`src/rtl/stall_pipe_n.sv`:
```
`default_nettype none
// ============================================================================
// Module : stall_pipe_n
// Two-lane elastic adder pipeline with stall, flush and sticky mismatch flag.
// Rev    : 1.0
// ============================================================================
module stall_pipe_n #(
  parameter int W     = 16,
  parameter int DEPTH = 2
) (
  input  logic                       clk,
  input  logic                       rst_n,
  input  logic                       stall,
  input  logic                       flush,
  input  logic                       in_valid,
  output logic                       in_ready,
  input  logic [W-1:0]               a,
  input  logic [W-1:0]               b,
  input  logic [W-1:0]               c,
  output logic                       out_valid,
  input  logic                       out_ready,
  output logic [W-1:0]               d1,
  output logic [W-1:0]               d2,
  output logic [$clog2(DEPTH+1)-1:0] occupancy,
  output logic                       mismatch
);

  localparam int OW = $clog2(DEPTH + 1);
  localparam int NP = DEPTH - 1;

  logic [DEPTH:1] v_q, v_d, adv;
  logic [W-1:0]   p1_q [1:NP];
  logic [W-1:0]   q1_q [1:NP];
  logic [W-1:0]   p2_q [1:NP];
  logic [W-1:0]   q2_q [1:NP];
  logic [W-1:0]   d1_q, d2_q;
  logic [OW-1:0]  occ_q, occ_d;
  logic           mism_q;
  logic           full;
  logic           fire_out;

  // adv[k] is blocked only when every stage from k to the output is full
  // and the output is not draining, so the chain is evaluated in closed form.
  always_comb begin
    full = 1'b1;
    adv  = '0;
    for (int k = DEPTH; k >= 1; k--) begin
      full   = full & v_q[k];
      adv[k] = !stall && (out_ready || !full);
    end
  end

  assign in_ready = adv[1] & ~flush;
  assign fire_out = v_q[DEPTH] & out_ready & ~stall;

  always_comb begin
    v_d = v_q;
    if (flush) begin
      v_d = '0;
    end else begin
      if (adv[1]) v_d[1] = in_valid & in_ready;
      for (int k = 2; k <= DEPTH; k++) begin
        if (adv[k]) v_d[k] = v_q[k-1];
      end
    end
  end

  always_comb begin
    occ_d = '0;
    for (int k = 1; k <= DEPTH; k++) begin
      occ_d = occ_d + OW'(v_d[k]);
    end
  end

  always_ff @(posedge clk or negedge rst_n) begin
    if (!rst_n) begin
      v_q    <= '0;
      occ_q  <= '0;
      mism_q <= 1'b0;
      d1_q   <= '0;
      d2_q   <= '0;
      for (int k = 1; k <= NP; k++) begin
        p1_q[k] <= '0;
        q1_q[k] <= '0;
        p2_q[k] <= '0;
        q2_q[k] <= '0;
      end
    end else begin
      v_q   <= v_d;
      occ_q <= occ_d;
      if (fire_out && (d1_q != d2_q)) mism_q <= 1'b1;
      if (in_valid && in_ready) begin
        p1_q[1] <= a + b;
        q1_q[1] <= c;
        p2_q[1] <= a + c;
        q2_q[1] <= b;
      end
      // Flushed loads carry no valid entry, so payload stays untouched.
      for (int k = 2; k <= NP; k++) begin
        if (!flush && adv[k] && v_q[k-1]) begin
          p1_q[k] <= p1_q[k-1];
          q1_q[k] <= q1_q[k-1];
          p2_q[k] <= p2_q[k-1];
          q2_q[k] <= q2_q[k-1];
        end
      end
      if (!flush && adv[DEPTH] && v_q[NP]) begin
        d1_q <= p1_q[NP] + q1_q[NP];
        d2_q <= p2_q[NP] + q2_q[NP];
      end
    end
  end

  assign out_valid = v_q[DEPTH];
  assign d1        = d1_q;
  assign d2        = d2_q;
  assign occupancy = occ_q;
  assign mismatch  = mism_q;

endmodule
`default_nettype wire

```
`config.mk`:
```
export PLATFORM = sky130hd
export DESIGN_NAME = stall_pipe_n
export DESIGN_NICKNAME = d
export VERILOG_FILES = /design/src/rtl/stall_pipe_n.sv
export SDC_FILE = /design/constraint.sdc
export NUM_CORES = 1
export LEC_CHECK = 0
export BUFFER_PORTS_ARGS = -buffer_cell sky130_fd_sc_hd__buf_2
export CAP_MARGIN = 20
export CORE_MARGIN = 5
export CORE_UTILIZATION = 30
export CTS_CLUSTER_DIAMETER = 40
export DETAILED_ROUTE_END_ITERATION = 6
export PLACE_DENSITY = 0.46
export SLEW_MARGIN = 10
export SYNTH_ARGS = -nofsm -noshare
export SYNTH_HDL_FRONTEND = slang
export SYNTH_SLANG_ARGS = --single-unit
```
`constraint.sdc`:
```
create_clock -name clk -period 3.5 [get_ports clk]
set_input_delay 0.525 -clock clk [delete_from_list [all_inputs] [get_ports clk]]
set_output_delay 0.525 -clock clk [all_outputs]
set_load 0.1 [all_outputs]
```
; ---- Word level (Yosys, flattened, before mapping)
; Cells that the tools add are included.
[totals]
regBits = 101
in_bits = 54
out_inout_bits = 37
elab_cells = 37
[op_classes]
addsub = 5
eq_ne = 1
n_mux = 3
n_bitwise = 7
reduce_logical = 12
[ops]
columns = op, count
row1 = $add A16 B16 Y16, 4
row2 = $ne A16 B16 Y1, 1
row3 = $logic_and A1 B1 Y1, 6
row4 = $and A1 B1 Y1, 5
row5 = $logic_not A1 Y1, 4
row6 = $add A1 B1 Y2, 1
row7 = $logic_or A1 B1 Y1, 2
row8 = $mux W1, 2
row9 = $mux W2, 1
row10 = $not A1 Y1, 2

; ---- Longest topological paths before layout
[depth]
ltp_word = 9
depth_mapped = 9
mapped_depth_nobuf = 9

; ---- Worst setup path after synthesis
; Ideal clock, no wire load.
[synth_timing]
path_kind = reg2reg
startpoint = register v_q[2] (netlist name)
endpoint = register p1_q[0] (netlist name)
t_arrival_ns = 4.274
required_ns = 3.375
setup_slack_ns = -0.899
path_stages_with_launch = 7
n_path_buf = 2
cell_sequence = dfrtp_1 -> nor2b_1 -> a211oi_1 -> nand2_1 -> buf_2 -> buf_2 -> mux2_2
[synth_via]
elab_chain_len = 6
[synth_rtl]
columns = item, line
row1 = start: declaration, 31  ; logic [DEPTH:1] v_q, v_d, adv;
row2 = start signal: assignment, 89  ; v_q <= v_d;
row3 = $and A1 B1 Y1, 48  ; full = full & v_q[k];
row4 = $logic_not A1 Y1, 49  ; adv[k] = !stall && (out_ready || !full);
row5 = $logic_or A1 B1 Y1, 49
row6 = $logic_and A1 B1 Y1, 49
row7 = $and A1 B1 Y1, 53  ; assign in_ready = adv[1] & ~flush;
row8 = via in_ready, 16  ; output logic in_ready,
row9 = $logic_and A1 B1 Y1, 92  ; if (in_valid && in_ready) begin
row10 = end signal: indexed assignment, 101  ; p1_q[k] <= p1_q[k-1];
row11 = end: declaration, 32  ; logic [W-1:0] p1_q [1:NP];
; The timed path passes the listed nets, and every way through them passes these cells.
; A chain may end at the register's enable or synchronous reset.

; ---- Worst setup path after layout
[layout_timing]
startpoint = register p2_q[0] (netlist name)
endpoint = register d2_q[12], in the netlist d2[12]
[layout_via]
elab_chain_len = 1
[layout_rtl]
columns = item, line
row1 = start: declaration, 34  ; logic [W-1:0] p2_q [1:NP];
row2 = start signal: indexed assignment, 103  ; p2_q[k] <= p2_q[k-1];
row3 = $add A16 B16 Y16, 109  ; d2_q <= p2_q[NP] + q2_q[NP];
row4 = end signal: assignment, 109
row5 = end: declaration, 36  ; logic [W-1:0] d1_q, d2_q;
; No other way between the ends.

==> metrics.md <==
| Metric | Value |
|---|---|
| Buffer count from post-CTS setup fixing | `0` |
| Peak supply drop | `0.4496 mV` |
| Met2 WL post-DR | `7573 um` |
| Drt drc | `0` |
| Vias in the first global route | `5,005` |
| Die H | `156.4 um` |
| Placer congestion estimate | `0.8517` |
| Top Metal Used | `met4` |
| Area growth syn-to-layout | `16.86%` |
| Slew Limit Headroom | `51.02%` |
| Seq/Total Area, Yosys | `39.28%` |
| First-pass GRT wire length | `27,500 um` |
| Fmax | `372.6 MHz` |
| Critical Path Source Type | `flop` |
| Largest family of logic cells by synthesized area | `compound AO/OA/AOI/OAI gates` |
| Met3 wire length | `640 um` |
| Vias per cell | `4.945` |
| PwrDens | `845.3 mW/mm^2` |
| Placement Setup Slack | `631.8 ps` |
| Final Hold Viols | `0` |
| Crit Path Category | `flop to flop` |
| Syn_area_per_cell | `9.898 um^2` |
| Critical path peak fanout | `3` |
| Fin crit share | `76.68%` |
| Main synth FF type | `dfrtp_1` |
| Deepest clock path buffer count | `2` |
| Final Net Count | `853` |
| Hold Crit Class | `primary input to async pin` |
| Worst-margin pin slew | `734.6 ps` |
| Commonest non-fill, non-tap cells in the layout | `dfrtp_1, buf_2, nand2_1, o21ai_0, ha_1` |
| RSZ-0062 raised after global routing | `false` |
| Largest cells by area after synthesis | `dfrtp_1, ha_1, mux2_2, xor2_1, o21ai_0` |
| Post-Route M1 WL | `8960 um` |
| Compound-Gate Fraction of Synth Area | `19.37%` |
| Clock Latency Late Sink | `350 ps` |
| Post-synth design cell area | `0.006434 mm^2` |
| Hold Buf Count CTS | `0` |
| Post-synth net total | `769` |
| Sinks on Clock Net | `101` |
| Die Width | `156.4 um` |
| Setup violators final | `0` |
| Setup ws final | `816.1 ps` |
| Starting Density | `30.51%` |
| Clk_skew | `11.02 ps` |
| CP endpoint kind | `flop` |
| Synth Register Bits | `101` |
| # IOs | `91` |
| GRT Util Overall | `14.38%` |
| Placed Cells | `998` |
| Finished Core Util | `35.65%` |
| Post-synthesis mux area share | `7.001%` |
| Synth area leader | `dfrtp_1` |
| Placed Area | `0.007208 mm^2` |
| H-tree lvl count | `3` |
| Detailed Place HPWL | `14,200 um` |
| Vias | `5,009` |
| Xor/xnor share of the synthesized area | `9.938%` |
| MaxCap Viol Count | `0` |
| Commonest non-fill, non-tap cell in the layout | `dfrtp_1` |
| Initial antenna violation count | `0` |
| Number of port buffers | `90` |
| CTS buffer count | `9` |
| Clk root buf | `clkbuf_16` |
| Clk slew on worst S/H paths | `70 ps` |
| Core Box Area | `0.02109 mm^2` |
| Post-route ant nets | `0` |
| Share of layout cells above drive strength 1 | `21.95%` |
| CTS tree | `done` |
| Required @ worst endpoint | `3710 ps` |
| First-pass DRT Iterations | `4` |
| Post-synthesis simple-gate area fraction | `9.160%` |
| Die area | `0.02448 mm^2` |
| Grt ovf | `0` |
| Post-synth EDFFs | `0` |
| Adder-Cell Fraction of Synth Area | `13.11%` |
| Netlist cell types | `47` |
| Fin cells | `1,013` |
| Final Critical Period | `2684 ps` |
| Post-Syn Instances | `650` |
| Routed len/inst | `17.38 um` |
| Ys async rst share | `100.0%` |
| Fin area | `0.007518 mm^2` |
| CTS resizes | `0` |
| CP Data Arrival Time | `2900 ps` |
| Max-slew violations | `0` |
| Status | `finished, final reports clean` |
| Yosys warnings | `0` |
| Final wirelength | `17,600 um` |
| Pin count of the biggest net entering global routing | `54` |
| Share of the synthesized area in the top cell type | `39.28%` |
| Static Leak | `3.600 nW` |
| Diode count | `0` |
| Setup TNS | `0 ps` |
| Site Rows | `53` |
| Starting DRC count in detailed routing | `351` |
==> flip-flops by register name (all words and copies together), names as in the netlist <==
register / count
v_q: 2
d1: 16
p2_q: 16
q2_q: 16
d2: 16
q1_q: 16
occupancy: 2
p1_q: 16
mismatch: 1
==> report_power, final <==
part	switching (W)	internal (W)
Combinational	0.00254	0.000935
Clock	0.000438	0.000609
Sequential	0.000318	0.00152
==> kinds of logic (layout without fill, tap and decap cells) <==
family | count (synthesis) | count (layout)
and+or+nand+nor | 132 | 132
buffers and inverters | 35 | 123
muxes | 40 | 40
adders and majority gates | 65 | 65
DFF | 101 | 101
xor gates and xnor gates | 73 | 73
AOI/OAI and AO/OA | 204 | 204
==> per-stage QoR <==
stage / total power, W / hold slack, ps
floorplan: 0.004529 / 229.4
global placement: 0.005317 / 451.5
detailed placement: 0.005354 / 459.1
CTS: 0.006428 / 247.0
global route: 0.006760 / 273.5
finish: 0.006355 / 229.2
==> critical path: stages (launching register included) <==
cell and delay [ps]:
dfrtp_1 380, ha_1 230, fa_1 430, a211oi_1 350, o21ai_0 160, o2111ai_1 210
nand2b_1 150, a311oi_1 340, xor2_1 210, o21ai_0 90
==> metal layers <==
metal | GRT usage (%) | vias up
met5 | 0 | -
met4 | 5.289 | 0
met3 | 2.323 | 23
met2 | 21.55 | 97
met1 | 20.89 | 2364
li1 | - | 2525
==> path summary, 6_finish.rpt <==
kind / depth (start not counted) / slack [ps] / to / from
max: 9 / 820 / d2[12] / p2_q[0]
min: 1 / 230 / d2[11] / rst_n
min in group clk: 2 / 410 / v_q[2] / flush
max in group asynchronous: 2 / 2540 / q2_q[7] / rst_n
min reg2reg: 1 / 470 / mismatch / mismatch
max reg2reg: 9 / 820 / d2[12] / p2_q[0]
==> final cells by class <==
class	instances	area, um^2
Fill cell	2150	13570
Multi-Input combinational cell	514	3776
Sequential cell	101	2527
Timing Repair Buffer	94	508.0
Tap cell	275	344.1
Clock buffer	12	266.5
Inverter	14	52.55
Clock inverter	3	43.79
==> cell usage after synthesis (9+ instances only) <==
library cell  instances
a21oi_1              50
nor2_1               16
nand2_1              81
a31oi_1              12
dfrtp_1             101
a211oi_1              9
a21o_1               23
nand3_1               9
inv_1                14
xnor2_1              32
clkbuf_1             15
o21ai_0              71
ha_1                 61
mux2_2               40
xor2_1               41
(Power assumes the default switching activity.)
